`src/rtl/hvtx_pkg.sv`:
```
// Shared types and constants for the HDMI transmit period scheduler.
package hvtx_pkg;

    typedef enum logic [2:0] {
        PER_CTL    = 3'd0,
        PER_VPRE   = 3'd1,
        PER_VGUARD = 3'd2,
        PER_VIDEO  = 3'd3,
        PER_DPRE   = 3'd4,
        PER_DGUARD = 3'd5,
        PER_DATA   = 3'd6
    } period_t;

    localparam int unsigned PREAMBLE_LEN = 8;
    localparam int unsigned GUARD_LEN    = 2;
    localparam int unsigned PACKET_LEN   = 32;
    localparam int unsigned VPRE_OFFSET  = 10;

    // Index width for n requesters; a single requester still gets one bit.
    function automatic int unsigned idx_w(input int unsigned n);
        return (n > 1) ? $clog2(n) : 1;
    endfunction

endpackage

```
`src/rtl/hvtx_rr_arb.sv`:
```
// Round-robin arbiter: picks the first requester at or after the rotating
// priority pointer; the pointer moves past the winner when a grant is taken.
module hvtx_rr_arb import hvtx_pkg::*; #(
    parameter  int unsigned N_REQ = 2,
    localparam int unsigned IW    = idx_w(N_REQ)
) (
    input  logic             i_clk,
    input  logic             i_rst,
    input  logic [N_REQ-1:0] i_req,
    input  logic             i_advance,
    output logic [N_REQ-1:0] o_gnt,
    output logic [IW-1:0]    o_idx
);

    logic [IW-1:0] ptr_q;
    logic [IW-1:0] ptr_d;
    logic [IW-1:0] j_idx;
    logic          found;

    // Search requesters starting at the pointer, wrapping around once.
    always_comb begin
        o_gnt = '0;
        o_idx = '0;
        found = 1'b0;
        j_idx = '0;
        for (int unsigned k = 0; k < N_REQ; k++) begin
            j_idx = IW'((32'(ptr_q) + k) % N_REQ);
            if (!found && i_req[j_idx]) begin
                found        = 1'b1;
                o_idx        = j_idx;
                o_gnt[j_idx] = 1'b1;
            end
        end
        ptr_d = IW'((32'(o_idx) + 32'd1) % N_REQ);
    end

    // Pointer persists across lines and frames; only a taken grant moves it.
    always_ff @(posedge i_clk) begin
        if (i_rst) begin
            ptr_q <= '0;
        end else if (i_advance && found) begin
            ptr_q <= ptr_d;
        end
    end

endmodule

```
`src/rtl/hvtx_sched.sv`:
```
// Per-pixel HDMI period classifier and data-island packet scheduler.
// Outputs lag i_x/i_y by two cycles to line up with the timing generator.
module hvtx_sched import hvtx_pkg::*; #(
    parameter  int unsigned WID           = 12,
    parameter  int unsigned FRAME_WIDTH   = 1650,
    parameter  int unsigned FRAME_HEIGHT  = 750,
    parameter  int unsigned ACTIVE_WIDTH  = 1280,
    parameter  int unsigned ACTIVE_HEIGHT = 720,
    parameter  int unsigned ISLAND_GAP    = 4,
    parameter  int unsigned N_REQ         = 2,
    parameter  int unsigned MAX_PKTS      = 2,
    localparam int unsigned SW            = idx_w(N_REQ)
) (
    input  logic             i_clk,
    input  logic             i_rst,
    input  logic [WID-1:0]   i_x,
    input  logic [WID-1:0]   i_y,
    input  logic [N_REQ-1:0] i_req,
    output period_t          o_period,
    output logic [N_REQ-1:0] o_gnt,
    output logic [SW-1:0]    o_sel,
    output logic [4:0]       o_pkt_cnt
);

    localparam int unsigned IS = ACTIVE_WIDTH + ISLAND_GAP;

    if (IS + 12 + PACKET_LEN * MAX_PKTS + 12 > FRAME_WIDTH - VPRE_OFFSET) begin : g_bad_island
        $fatal(1, "hvtx_sched: data island overruns the video preamble");
    end
    if (MAX_PKTS < 1 || MAX_PKTS > 4) begin : g_bad_max
        $fatal(1, "hvtx_sched: MAX_PKTS must be 1..4");
    end

    localparam logic [WID-1:0] IS_X   = WID'(IS);
    localparam logic [WID-1:0] AW_X   = WID'(ACTIVE_WIDTH);
    localparam logic [WID-1:0] AH_Y   = WID'(ACTIVE_HEIGHT);
    localparam logic [WID-1:0] LAST_Y = WID'(FRAME_HEIGHT - 1);
    localparam logic [WID-1:0] VPRE_X = WID'(FRAME_WIDTH - VPRE_OFFSET);
    localparam logic [WID-1:0] VGRD_X = WID'(FRAME_WIDTH - GUARD_LEN);

    localparam logic [2:0] ST_IDLE   = 3'd0;
    localparam logic [2:0] ST_DPRE   = 3'd1;
    localparam logic [2:0] ST_LGUARD = 3'd2;
    localparam logic [2:0] ST_DATA   = 3'd3;
    localparam logic [2:0] ST_TGUARD = 3'd4;

    logic [2:0]       st_q, st_d, cur_st;
    logic [4:0]       cnt_q, cnt_d, cur_cnt;
    logic [2:0]       pkts_q, pkts_d;
    logic [SW-1:0]    sel_q, sel_d;
    logic             advance;
    logic [N_REQ-1:0] arb_gnt;
    logic [SW-1:0]    arb_idx;
    logic [WID-1:0]   y_nxt;
    logic             next_active;
    period_t          raster_per;
    period_t          per_s;

    period_t          s1_per_q;
    logic [N_REQ-1:0] s1_gnt_q;
    logic [SW-1:0]    s1_sel_q;
    logic [4:0]       s1_cnt_q;

    hvtx_rr_arb #(
        .N_REQ (N_REQ)
    ) u_arb (
        .i_clk     (i_clk),
        .i_rst     (i_rst),
        .i_req     (i_req),
        .i_advance (advance),
        .o_gnt     (arb_gnt),
        .o_idx     (arb_idx)
    );

    // Raster-only classification: video area plus video preamble/guard
    // ahead of an active next line (last frame line wraps to line 0).
    always_comb begin
        y_nxt       = (i_y == LAST_Y) ? '0 : i_y + 1'b1;
        next_active = (y_nxt < AH_Y);
        if (i_x < AW_X && i_y < AH_Y) begin
            raster_per = PER_VIDEO;
        end else if (next_active && i_x >= VGRD_X) begin
            raster_per = PER_VGUARD;
        end else if (next_active && i_x >= VPRE_X) begin
            raster_per = PER_VPRE;
        end else begin
            raster_per = PER_CTL;
        end
    end

    // Island sequencing. The registered state describes the pixel now on
    // i_x, except that the IDLE->DPRE launch is resolved combinationally
    // so pixel IS itself is already preamble; decisions use i_req at the
    // decision pixel.
    always_comb begin
        cur_st  = st_q;
        cur_cnt = cnt_q;
        if (st_q == ST_IDLE) begin
            cur_cnt = '0;
            if (i_x == IS_X && |i_req) begin
                cur_st = ST_DPRE;
            end
        end
        st_d    = cur_st;
        cnt_d   = cur_cnt + 5'd1;
        pkts_d  = pkts_q;
        advance = 1'b0;
        case (cur_st)
            ST_DPRE: begin
                if (cur_cnt == 5'(PREAMBLE_LEN - 1)) begin
                    st_d  = ST_LGUARD;
                    cnt_d = '0;
                end
            end
            ST_LGUARD: begin
                if (cur_cnt == 5'(GUARD_LEN - 1)) begin
                    cnt_d = '0;
                    if (|i_req) begin
                        st_d    = ST_DATA;
                        advance = 1'b1;
                        pkts_d  = 3'd1;
                    end else begin
                        st_d = ST_TGUARD;
                    end
                end
            end
            ST_DATA: begin
                if (cur_cnt == 5'(PACKET_LEN - 1)) begin
                    cnt_d = '0;
                    if (pkts_q < 3'(MAX_PKTS) && |i_req) begin
                        advance = 1'b1;
                        pkts_d  = pkts_q + 3'd1;
                    end else begin
                        st_d = ST_TGUARD;
                    end
                end
            end
            ST_TGUARD: begin
                if (cur_cnt == 5'(GUARD_LEN - 1)) begin
                    st_d  = ST_IDLE;
                    cnt_d = '0;
                end
            end
            default: begin
                st_d  = ST_IDLE;
                cnt_d = '0;
            end
        endcase
        sel_d = advance ? arb_idx : sel_q;
    end

    // Island states override the raster classification.
    always_comb begin
        case (cur_st)
            ST_DPRE:              per_s = PER_DPRE;
            ST_LGUARD, ST_TGUARD: per_s = PER_DGUARD;
            ST_DATA:              per_s = PER_DATA;
            default:              per_s = raster_per;
        endcase
    end

    // Scheduler state; reset aborts any island in progress.
    always_ff @(posedge i_clk) begin
        if (i_rst) begin
            st_q   <= ST_IDLE;
            cnt_q  <= '0;
            pkts_q <= '0;
            sel_q  <= '0;
        end else begin
            st_q   <= st_d;
            cnt_q  <= cnt_d;
            pkts_q <= pkts_d;
            sel_q  <= sel_d;
        end
    end

    // First pipeline stage of the per-pixel result.
    always_ff @(posedge i_clk) begin
        if (i_rst) begin
            s1_per_q <= PER_CTL;
            s1_gnt_q <= '0;
            s1_sel_q <= '0;
            s1_cnt_q <= '0;
        end else begin
            s1_per_q <= per_s;
            s1_gnt_q <= advance ? arb_gnt : '0;
            s1_sel_q <= sel_d;
            s1_cnt_q <= (cur_st == ST_DATA) ? cur_cnt : '0;
        end
    end

    // Output stage, aligned with the timing generator's sync/DE.
    always_ff @(posedge i_clk) begin
        if (i_rst) begin
            o_period  <= PER_CTL;
            o_gnt     <= '0;
            o_sel     <= '0;
            o_pkt_cnt <= '0;
        end else begin
            o_period  <= s1_per_q;
            o_gnt     <= s1_gnt_q;
            o_sel     <= s1_sel_q;
            o_pkt_cnt <= s1_cnt_q;
        end
    end

endmodule

```
`config.mk`:
```
export PLATFORM = sky130hd
export DESIGN_NAME = hvtx_sched
export DESIGN_NICKNAME = d
export VERILOG_FILES = /design/src/rtl/hvtx_pkg.sv /design/src/rtl/hvtx_rr_arb.sv /design/src/rtl/hvtx_sched.sv
export SDC_FILE = /design/constraint.sdc
export NUM_CORES = 1
export LEC_CHECK = 0
export CAP_MARGIN = 30
export CORE_MARGIN = 1.5
export CORE_UTILIZATION = 25
export DETAILED_ROUTE_END_ITERATION = 16
export GPL_TIMING_DRIVEN = 0
export SLEW_MARGIN = 20
export SYNTH_ARGS = -nofsm -noshare
export SYNTH_HDL_FRONTEND = slang
export SYNTH_SLANG_ARGS = --single-unit
```
`constraint.sdc`:
```
create_clock -name i_clk -period 5.9 [get_ports i_clk]
set_input_delay 0.885 -clock i_clk [delete_from_list [all_inputs] [get_ports i_clk]]
set_output_delay 0.885 -clock i_clk [all_outputs]
set_load 0.05 [all_outputs]
```
Word level (Yosys, flattened, before mapping):

Index checks and enable logic that the tools add are counted.

* register bits after elaboration: 34
* input bits: 28
* output and inout port bits: 11
* word-level logic and storage cells: 103

* add/subtract/negate cells: 5
* $lt $le $gt $ge: 10
* equality and inequality tests: 13
* mux-type cells: 43
* bitwise operators: 3
* reduce and logical (&&, ||, !) cells: 17

Operators with widths (number)
* $mux 3: 12
* $ge 12x11->1 const B: 2
* $lt 12x10->1 const B: 2
* $mux 5: 4
* $mux 1: 15
* $pmux 5 s3: 1
* $add 12x1->12 const B: 1
* $eq 12x10->1 const B: 1
* $eq 12x11->1 const B: 1
* $lt 12x11->1 const B: 1
* $mux 12: 1
* $pmux 3 s4: 1
* $logic_and 1x1->1: 9
* $pmux 3 s3: 1
* $mux 2: 4
* $ne 2x2->1 const B: 4
* $reduce_or 2->1: 4
* $eq 3x2->1 const B: 2
* $pmux 3 s2: 1
* $add 5x1->5 const B: 1
* $eq 5x1->1 const B: 1
* $eq 5x3->1 const B: 1
* $eq 5x5->1 const B: 1
* $reduce_and 5->1: 1
* 14 further kinds: 19

Longest topological paths before layout:

* word-level depth: 8
* gate-level depth with buffers: 11
* mapped depth without buffers: 11

Cells and area by module:

Synthesis repeated with hierarchy kept, for this count alone.

* cell total of the unflattened synthesis: 173
* area total of the unflattened synthesis: 1627.8 µm²

By module, submodules not included
* hvtx_sched: times used 1, cells each 165, area an instance 1555.2 µm², sequential area each 660.6 µm²
* hvtx_rr_arb: times used 1, cells each 8, area an instance 72.6 µm², sequential area each 20.0 µm²

Worst setup path before layout:

No wires, ideal clock.

* path type: flip-flop to flip-flop
* start point: register st_q[0]
* end point: register u_arb.ptr_q
* library setup time: 0.128 ns
* data arrival time: 2.127 ns
* required time: 5.772 ns
* setup slack: 3.645 ns
* stages on the path, launching flop included: 11
* buffers on the path: 0
* period minus slack after synthesis: 2.255 ns
* cell sequence: dfxtp_1 or3_1 and2_1 ha_1 and4_1 ha_1 nand2_1 nor3_1 o21ai_2 mux2i_1 nor2_1

* longest elaborated chain between the ends: 6
* elaborated cells on any way between the ends: 12
* classes of those cells: eq/ne: 4; mux: 6; reduce/logical: 2

RTL lines
* start: declaration: RTL line hvtx_sched.sv:47 `logic [2:0] st_q, st_d, cur_st;`
* start signal: assignment: RTL line hvtx_sched.sv:170 `st_q <= st_d;`
* $logic_not 3->1 *: RTL line hvtx_sched.sv:98 `if (st_q == ST_IDLE) begin`
* $mux 5 *: RTL line hvtx_sched.sv:98
* named net cur_cnt[0]: RTL line hvtx_sched.sv:48 `logic [4:0] cnt_q, cnt_d, cur_cnt;`
* $eq 5x5->1 or $eq 5x1->1 (tied branches): RTL line hvtx_sched.sv:128, hvtx_sched.sv:116
* $mux 1, on equally long branches: RTL line hvtx_sched.sv:128, hvtx_sched.sv:116
* $pmux 1 s2 *: RTL line hvtx_sched.sv:108 `case (cur_st)`
* $logic_and 1x1->1 *: RTL line hvtx_rr_arb.sv:41 `end else if (i_advance && found) begin`
* end signal: assignment: RTL line hvtx_rr_arb.sv:42 `ptr_q <= ptr_d;`
* end: declaration: RTL line hvtx_rr_arb.sv:15 `logic [IW-1:0] ptr_q;`

The timed path passes the listed nets; every way through them passes the cells marked *.
A chain may end at the register's enable or synchronous reset.

Worst setup path in the final report:

* start point: input i_x[8]
* end point: register cnt_q[3]

* longest elaborated chain between the ends: 7
* elaborated cells on any way between the ends: 10
* classes of those cells: eq/ne: 5; mux: 3; reduce/logical: 2

RTL lines
* start: declaration: RTL line hvtx_sched.sv:16 `input logic [WID-1:0] i_x,`
* $eq 12x11->1 *: RTL line hvtx_sched.sv:100 `if (i_x == IS_X && |i_req) begin`
* $logic_and 1x1->1 *: RTL line hvtx_sched.sv:100
* $mux 3 *: RTL line hvtx_sched.sv:100
* $mux 3 *: RTL line hvtx_sched.sv:98
* $eq 3x2->1 or $eq 3x3->1 (tied branches): RTL line hvtx_sched.sv:108
* $reduce_or 2->1 (no source line)
* $pmux 5 s3 *: RTL line hvtx_sched.sv:108
* end signal: assignment: RTL line hvtx_sched.sv:171 `cnt_q <= cnt_d;`
* end: declaration: RTL line hvtx_sched.sv:48

Mark *: on every way between the ends. The rest lies on a longest branch, timed or not.

==> results.md <==
- CTS Buf Count: 5
- Setup ws final: 3360 ps
- Num ports: 39
- RSZ-0062 raised after global routing: no
- Startpoint types: input pin
- Slew Limit Fails: 0
- # diodes: 0
- Maximum fanout along the worst path: 5
- Worst IR Drop VDD: around 0.089 mV
- Root Buffer: clkbuf_8
- Antenna violations before repair: 0
- Min Tclk post-route: between 2000 and 3000 ps
- Worst skew pair latency: between 200 and 300 ps
- Largest net degree at the start of global routing: 11
- Register area share after synthesis: 0.424
- Syn Inst Count: ~170
- Total track usage: 0.106
- Max Freq: 393 MHz
- Synthesis-stage register bit count: 34
- Worst min path class: register to register
- Cell Pwr Density: 200 nW/um2
- Crit end category: register
- Mean Syn Cell Area: ~9.5 um2
- Final setup vio count: 0
- Final TNS setup: 0 ps
- Post-synthesis cell type count: between 50 and 60
- Via count: 1,391
- Die Span X: between 80 and 90 um
- Clock Sinks: 34
- Vias per Instance: 4.80
- Pre-antenna DRT Iters: 4
- Wirelength per Cell: 12.0 um
- GRT Residual Overflow: 0
- Share of layout cells above drive strength 1: 0.0939
- H-tree depth: 2
- Crit Path Class: input pin to register
- Port-buffer cells: 38
- Critical path's slowest cell: clkdlybuf4s50_1
- Worst-path clk slew: 60 ps
- Dpl hpwl: between 2000 and 3000 um
- Area Overhead vs Synth: 34.8%
- Status: finished clean
- Fin nets: approximately 250
- Post-Synthesis Cell Area: about 1600 um2
- Synth Flop Type: dfxtp_1
- EDFF count, synth: 0
- Max clock buf depth: 2
- Worst EP required: a little over 6000 ps
- Setup bufs post-CTS: 0
- Async S/R FF share, synth: 0
- Mapped Nets: 201
- Core area: around 6300 um2
- Die Height: slightly above 80 um
- Yosys warns: 0
- CP arrival: 2750 ps
- Post-cts sizing count: 0
- Max-Cap Viols: 0
- Final Hold Fails: 0
- Routed Antenna Nets: 0
- Placed insts: about 280
- Final period util: 0.431
- Slew headroom: 0.563
- Global-route wire length before repair: a little under 6000 um
- Crit-path cells: clkdlybuf4s50_1, nor4b_2, a41oi_1, or3_4, clkinv_2, o21ai_2, nor3_2
- Rows: 29
- CP peak stage delay: approximately 500 ps
- Gpl congestion: between 0.7 and 0.8
- Non-filler cells, final: 290
- CTS tree: built
- DP Worst Slack: 3060 ps
- Fin util: 0.345
- Slew @ Worst Pin: 646 ps
- DR DRC count: 0
- Hold_buf cts: 0
- Skew final: between 3 and 4 ps
- Initial core utilization: 0.256
- P_leak: 0.000834 uW
- Routed WL: roughly 3500 um
- Die area: about 7000 um2
- DR iter-0 viols: 47
- Vias in the first global route: between 1,000 and 1,500
==> power by group <==
part           switching, uW  internal (uW)
registers              0.161            230
logic                   15.7           21.7
clock network           74.8           89.8
total                   90.7            342
==> worst paths after layout <==
check / start / to / slack [ps] / depth (start not counted)
min: s1_cnt_q[3] / o_pkt_cnt[3] / 430 / 1
max reg2reg: st_q[0] / u_arb.ptr_q / 3400 / 10
min reg2reg: s1_cnt_q[3] / o_pkt_cnt[3] / 430 / 1
max: i_x[8] / cnt_q[3] / 3360 / 7
==> layer usage <==
metal | vias up | share of wire | track usage
met3 | 8 | 0.038 | 0.0258
li1 | 717 | - | -
met2 | 38 | 0.46 | 0.169
met4 | 0 | 0.021 | 0.0485
met1 | 628 | 0.48 | 0.134
met5 | - | 0 | 0
==> sequential cells by signal, summed over array words and instances (netlist names) <==
name         flops
cnt_q            5
o_sel            1
pkts_q           3
o_pkt_cnt        5
s1_per_q         3
s1_cnt_q         5
o_gnt            2
s1_sel_q         1
s1_gnt_q         2
st_q             3
o_period         3
u_arb.ptr_q      1
==> critical path, delay by kind of cell <==
family,cells,cell delay (ps)
buf+inv,2,600
simple gates,3,970
compound gates,2,300
==> cell families after synthesis <==
family                     count (synthesis)  synth area share
AOI/OAI and AO/OA                         39             0.185
xor gates and xnor gates                   2            0.0109
adders and majority gates                  5            0.0374
buffers and inverters                     11            0.0304
DFF                                       34             0.424
muxes                                      2            0.0125
and+or+nand+nor                           76             0.300
==> placed cells by master (no fill, tap or decap), types with 3 or more instances in the layout <==
cell type        Yosys  layout
dfxtp_1             34      34
nor2b_1             13      13
ha_1                 4       4
clkbuf_8             0       6
a21oi_1              4       4
clkdlybuf4s50_1      0      38
nand3_1              4       4
inv_1                5       5
nor2_1              16      16
nor3_1              11      11
a41oi_1              4       4
a211oi_1             3       3
and2_1               5       5
nand2_1              6       6
o21ai_0              4       4
==> through the flow <==
| stage | power (uW) | hold slack (ps) | instance area [um2] |
|---|---|---|---|
| after global placement | 273 | 423 | 2080 |
| after floorplan | 247 | 414 | 1610 |
| final | 433 | 432 | 2160 |
| after global routing | 453 | 457 | 2160 |
| after CTS | 441 | 436 | 2160 |
| after detailed placement | 273 | 420 | 2080 |
==> layout make-up <==
type / instances / area, um2
Inverter: 6 / 23.8
Multi-Input combinational cell: 124 / 876
Sequential cell: 34 / 681
Clock buffer: 6 / 82.6
Fill cell: 638 / 4110
Timing Repair Buffer: 38 / 380
Buffer: 5 / 25.0
Tap cell: 77 / 96.3
==> Yosys cell counts, types with 2 or more instances <==
cell type | n | area [um2]
o31ai_1 | 2 | 15.0
and2_1 | 5 | 31.3
inv_1 | 5 | 18.8
mux2i_1 | 2 | 20.0
nor3_1 | 11 | 55.1
dfxtp_1 | 34 | 681
o21ai_0 | 4 | 20.0
a41oi_1 | 4 | 35.0
nand2_1 | 6 | 22.5
nor2b_1 | 13 | 81.3
nand2b_1 | 2 | 12.5
a21o_1 | 2 | 15.0
or3_1 | 2 | 12.5
a211oi_1 | 3 | 22.5
nand4_1 | 2 | 12.5
o21bai_1 | 2 | 15.0
a21oi_1 | 4 | 20.0
a31oi_1 | 2 | 12.5
nor4b_4 | 2 | 47.6
nand3_1 | 4 | 20.0
ha_1 | 4 | 50.1
o21ai_2 | 2 | 17.5
buf_2 | 2 | 10.0
nor2_1 | 16 | 60.1
or2_2 | 2 | 12.5
(Power assumes the default switching activity.)
==> RTL change 1: new RTL, config.mk and constraints unchanged <==
Make the reset (`i_rst`) asynchronous in 4 clocked blocks.
--- a/src/rtl/hvtx_rr_arb.sv
+++ b/src/rtl/hvtx_rr_arb.sv
@@ -36,5 +36,5 @@
 
     // Pointer persists across lines and frames; only a taken grant moves it.
-    always_ff @(posedge i_clk) begin
+    always_ff @(posedge i_clk or posedge i_rst) begin
         if (i_rst) begin
             ptr_q <= '0;
--- a/src/rtl/hvtx_sched.sv
+++ b/src/rtl/hvtx_sched.sv
@@ -161,5 +161,5 @@
 
     // Scheduler state; reset aborts any island in progress.
-    always_ff @(posedge i_clk) begin
+    always_ff @(posedge i_clk or posedge i_rst) begin
         if (i_rst) begin
             st_q   <= ST_IDLE;
@@ -176,5 +176,5 @@
 
     // First pipeline stage of the per-pixel result.
-    always_ff @(posedge i_clk) begin
+    always_ff @(posedge i_clk or posedge i_rst) begin
         if (i_rst) begin
             s1_per_q <= PER_CTL;
@@ -191,5 +191,5 @@
 
     // Output stage, aligned with the timing generator's sync/DE.
-    always_ff @(posedge i_clk) begin
+    always_ff @(posedge i_clk or posedge i_rst) begin
         if (i_rst) begin
             o_period  <= PER_CTL;
Check against the original RTL: differs if i_rst is asserted again (counterexample within 4 cycles, from zero or initial values and one cycle with i_rst high); with i_rst held inactive, the same outputs for 10 cycles.
==> RTL change 1 against the original RTL <==
  * Synthesized area fell by 0.62%
  * Non-clock buffer count did not move
  * Worst setup slack got worse by 0.44 ns
  * Routed wire length fell by 15%
  * Sequential cell count did not move
  * Design area fell by 0.17%
  * Core utilization rose by 1.4 points
Power is not compared: it rests on default switching activity, and its combinational part moved more than twofold at a synthesized area within 25%.
==> RTL change 1: results (changes against the original RTL) <==
<table>
<tr><th>Metric</th><th>Value</th></tr>
<tr><th colspan="2">Layout</th></tr>
<tr><td>Multi-input combinational gate total</td><td>106 (-15%)</td></tr>
<tr><td>Area occupied by registers</td><td>851 µm² (+25%)</td></tr>
<tr><td>Layout clock area frac</td><td>4.23% (+0.41 points)</td></tr>
<tr><td>Count of inverters other than clock inverters in the layout</td><td>9 (+3)</td></tr>
<tr><td>Multi-input logic portion of the cell area</td><td>32.0% (-8.5 points)</td></tr>
<tr><td>NumNets Final</td><td>231 (-6.1%)</td></tr>
<tr><td>Area growth, synth to finish</td><td>35.5%</td></tr>
<tr><th colspan="2">Yosys</th></tr>
<tr><td>Distinct cells, synth</td><td>40 (-30%)</td></tr>
<tr><td>Part of the Yosys area used for sequential elements</td><td>53.3% (+11 points)</td></tr>
<tr><td>FFs w/ async S/R, synth</td><td>100% (+100 points)</td></tr>
<tr><td>Post-Synthesis Net Count</td><td>186 (-7.5%)</td></tr>
<tr><th colspan="2">Global route</th></tr>
<tr><td>Global-route wire length before repair</td><td>5180 µm (-13%)</td></tr>
<tr><td>Met3 usage in global routing</td><td>3.08% (+0.50 points)</td></tr>
<tr><td>Via count of the first global-routing pass</td><td>1191 (-12%)</td></tr>
<tr><td>Total Routing Usage GR</td><td>9.33% (-1.3 points)</td></tr>
<tr><td>Global-route met2 utilization</td><td>13.6% (-3.3 points)</td></tr>
<tr><th colspan="2">Critical path</th></tr>
<tr><td>Source of the critical timing path</td><td>st_q[1]$_DFF_PP0_</td></tr>
<tr><td>Data arrival time of the critical path</td><td>3.16 ns (+0.41 ns)</td></tr>
<tr><th colspan="2">Placed design</th></tr>
<tr><td>Pre-CTS worst setup slack</td><td>2.88 ns (-0.182 ns)</td></tr>
<tr><td>DP Area</td><td>0.00207 mm² (-0.60%)</td></tr>
<tr><td>Total half-perimeter wirelength after legalization and detailed placement</td><td>2280 µm (-16%)</td></tr>
<tr><td>Global placement routability congestion</td><td>0.776 (+0.25%)</td></tr>
<tr><td>Placed cells</td><td>267 (-6.0%)</td></tr>
<tr><th colspan="2">STA</th></tr>
<tr><td>Maximum clock skew at final layout</td><td>0.00510 ns (+0.00197 ns)</td></tr>
<tr><th colspan="2">Worst hold path</th></tr>
<tr><td>Worst hold path startpoint</td><td>s1_gnt_q[1]$_DFF_PP0_</td></tr>
<tr><th colspan="2">Drt</th></tr>
<tr><td>Iteration-0 DRC count of the detailed router</td><td>51 (+8.5%)</td></tr>
<tr><td>Met1 routed wirelength after detailed routing</td><td>1380 µm (-18%)</td></tr>
<tr><th colspan="2">Die</th></tr>
<tr><td>Number of well taps</td><td>75 (-2.6%)</td></tr>
<tr><th colspan="2">Run status</th></tr>
<tr><td>Run status</td><td>finished, final reports clean</td></tr>
</table>
## RTL change 1: cell count changes after synthesis, sizes merged, moves of 4 or more
| cell | unedited run | this run |
|---|---|---|
| dfrtp | 0 | 34 |
| dfxtp | 34 | 0 |
| nor2b | 13 | 0 |
| nor3 | 12 | 4 |
| a21oi | 4 | 8 |
| a41oi | 4 | 0 |
| inv | 5 | 9 |
| nor4 | 2 | 6 |
| or4b | 0 | 4 |
## RTL change 1: critical path, stage by stage, from the launching register on
cell and delay (ns):
dfrtp_1 0.32, clkbuf_1 0.28, or3_1 0.16, clkbuf_1 0.25, and2_1 0.22, ha_1 0.15, or4b_1 0.42, clkbuf_1 0.23
nor4_4 0.36, a31o_2 0.23, inv_1 0.07, a21o_1 0.17
## RTL change 1: path summary, 6_finish.rpt
path / end / slack, ns / cells after the start
worst max-delay path: u_arb.ptr_q$_DFFE_PP0P_ / 2.91 / 11
worst min-delay path: o_gnt[1]$_DFF_PP0_ / 0.35 / 0
worst max register to register: u_arb.ptr_q$_DFFE_PP0P_ / 2.91 / 11
worst min register to register: o_gnt[1]$_DFF_PP0_ / 0.35 / 0
max in group asynchronous: u_arb.ptr_q$_DFFE_PP0P_ / 4.44 / 2
min in group asynchronous: o_pkt_cnt[3]$_DFF_PP0_ / 1.03 / 2
## RTL change 1: cell families after synthesis
family | Yosys count | synth area share (%)
and+or+nand+nor | 67 | 25.4
DFF | 34 | 53.3
AOI/OAI and AO/OA | 32 | 13.0
buffers and inverters | 14 | 3.37
adders and majority gates | 4 | 3.14
xor gates and xnor gates | 2 | 1.10
muxes | 1 | 0.627
==> RTL change 2: new RTL, same settings <==
Made on the original files. Set the parameter `WID` to 14 (it was 12).
--- a/src/rtl/hvtx_sched.sv
+++ b/src/rtl/hvtx_sched.sv
@@ -2,5 +2,5 @@
 // Outputs lag i_x/i_y by two cycles to line up with the timing generator.
 module hvtx_sched import hvtx_pkg::*; #(
-    parameter  int unsigned WID           = 12,
+    parameter  int unsigned WID           = 14,
     parameter  int unsigned FRAME_WIDTH   = 1650,
     parameter  int unsigned FRAME_HEIGHT  = 750,
Interface: changed (resized i_x and i_y); port bits go from 39 to 43. The function was not compared with the original's and may differ.
==> RTL change 2 against the original RTL <==
  * Synthesized area decreased by 1.9%
  * Maximum frequency down 3.1%
  * Power increased by 12%
  * Sequential cell count did not move
  * Worst setup slack got worse by 0.082 ns
  * Routed wire length grew 0.80%
  * Final cell count increased by 3.8%
  * Die area is 1.8% lower
  * Count of clock-buffer cells in the layout stayed put
  * Design area grew 1.7%
  * First-iteration DRC count grew 72%
  * Critical endpoint unchanged
  * Highest routed layer unchanged
==> RTL change 2: results (changes against the original RTL) <==
<table>
<tr><th>Metric</th><th>Value</th></tr>
<tr><th colspan="2">Layout</th></tr>
<tr><td>Share of final-layout standard cells stronger than drive strength 1</td><td>7.08% (-2.3 points)</td></tr>
<tr><td>Finished Layout Cells</td><td>301 (+3.8%)</td></tr>
<tr><td>Post-Layout Inst Area</td><td>0.00220 mm² (+1.7%)</td></tr>
<tr><td>Number of fill cells</td><td>631 (-1.1%)</td></tr>
<tr><td>NumNets Final</td><td>262 (+6.5%)</td></tr>
<tr><th colspan="2">Placed design</th></tr>
<tr><td>Total half-perimeter wirelength after legalization and detailed placement</td><td>2720 µm (about the same)</td></tr>
<tr><td>IO buf count</td><td>42 (+11%)</td></tr>
<tr><td>DP Area</td><td>0.00209 mm² (+0.36%)</td></tr>
<tr><td>Pre-CTS worst setup slack</td><td>3.15 ns (+0.0892 ns)</td></tr>
<tr><th colspan="2">Yosys</th></tr>
<tr><td>Commonest cells in the synthesized netlist</td><td>dfxtp_1, nor2_1, nand2_1</td></tr>
<tr><td>Part of the Yosys area used for sequential elements</td><td>43.2% (+0.81 points)</td></tr>
<tr><td>XOR/XNOR share of the synthesized area</td><td>1.67% (+0.58 points)</td></tr>
<tr><td>Post-Synthesis Net Count</td><td>213 (+6.0%)</td></tr>
<tr><td>Synthesized-area fraction occupied by adder cells</td><td>3.18% (-0.56 points)</td></tr>
<tr><td>Cell types with the largest area share after synthesis</td><td>dfxtp_1, nor2b_1, nor3_1</td></tr>
<tr><th colspan="2">Drt</th></tr>
<tr><td>Iteration-0 DRC count of the detailed router</td><td>81 (+72%)</td></tr>
<tr><td>Average wire per cell in the routed design</td><td>11.7 µm (-2.9%)</td></tr>
<tr><th colspan="2">Critical path</th></tr>
<tr><td>Critical-path maximum fanout</td><td>10 (+5)</td></tr>
<tr><td>R2r endpoint</td><td>cnt_q[3]$_SDFF_PP0_</td></tr>
<tr><td>Source of the critical timing path</td><td>st_q[0]$_SDFF_PP0_</td></tr>
<tr><td>Data arrival time of the critical path</td><td>2.78 ns (+0.03 ns)</td></tr>
<tr><th colspan="2">STA</th></tr>
<tr><td>Maximum clock skew at final layout</td><td>0.00450 ns (+0.00137 ns)</td></tr>
<tr><th colspan="2">Power and ir drop</th></tr>
<tr><td>Static Leakage</td><td>0.825 nW (-1.1%)</td></tr>
<tr><th colspan="2">Global route</th></tr>
<tr><td>Global-route wire length before repair</td><td>5800 µm (-2.5%)</td></tr>
<tr><th colspan="2">Run status</th></tr>
<tr><td>Run status</td><td>finished, final reports clean</td></tr>
</table>
RTL change 2: cell types whose count changed after synthesis, moves of 3 or more:
cell | before | now
nand2_1 | 6 | 15
and3_1 | 1 | 6
and2_1 | 5 | 1
nor4_1 | 1 | 5
a21oi_1 | 4 | 7
a41oi_1 | 4 | 1
RTL change 2: where the power goes:
part,switching [mW],internal [mW]
clock,0.0817,0.135
combinational,0.0136,0.0225
sequential,0.0000392,0.230
total,0.0954,0.387
RTL change 2: layout make-up:
| type | count | share of cell area (%) |
|---|---|---|
| plain buffers | 6 | 1.48 |
| clock buffers | 6 | 3.75 |
| clock inverters | 1 | 1.36 |
| inverters | 7 | 1.19 |
| multi-input cells | 130 | 38.0 |
| flip-flops and latches | 34 | 30.9 |
| well taps | 75 | 4.26 |
| repair buffers | 42 | 19.1 |
RTL change 2: how the worst max path moves through the flow:
| stage | slack [ns] | end | cells after the start |
|---|---|---|---|
| detailed placement | 3.15 | cnt_q[3]$_SDFF_PP0_ | 6 |
| finish | 3.27 | cnt_q[3]$_SDFF_PP0_ | 10 |
| global route | 3.09 | cnt_q[3]$_SDFF_PP0_ | 14 |
| CTS | 3.33 | cnt_q[3]$_SDFF_PP0_ | 14 |
| floorplan | 3.69 | st_q[2]$_SDFF_PP0_ | 10 |
| global placement | 3.15 | cnt_q[3]$_SDFF_PP0_ | 6 |
RTL change 2: metal layers:
layer	GRT usage (%)	routed length (µm)	vias to the layer above
li1	-	-	737
met1	13.7	1600	616
met2	18.6	1730	25
met3	3.96	128	6
met4	5.08	51	0
met5	0	0	-
RTL change 2: logic make-up after synthesis:
| logic type | count (synthesis) |
|---|---|
| compound gates | 30 |
| xor+xnor | 3 |
| fa+ha+maj | 4 |
| buf+inv | 13 |
| flops | 34 |
| mux | 4 |
| simple gates | 89 |
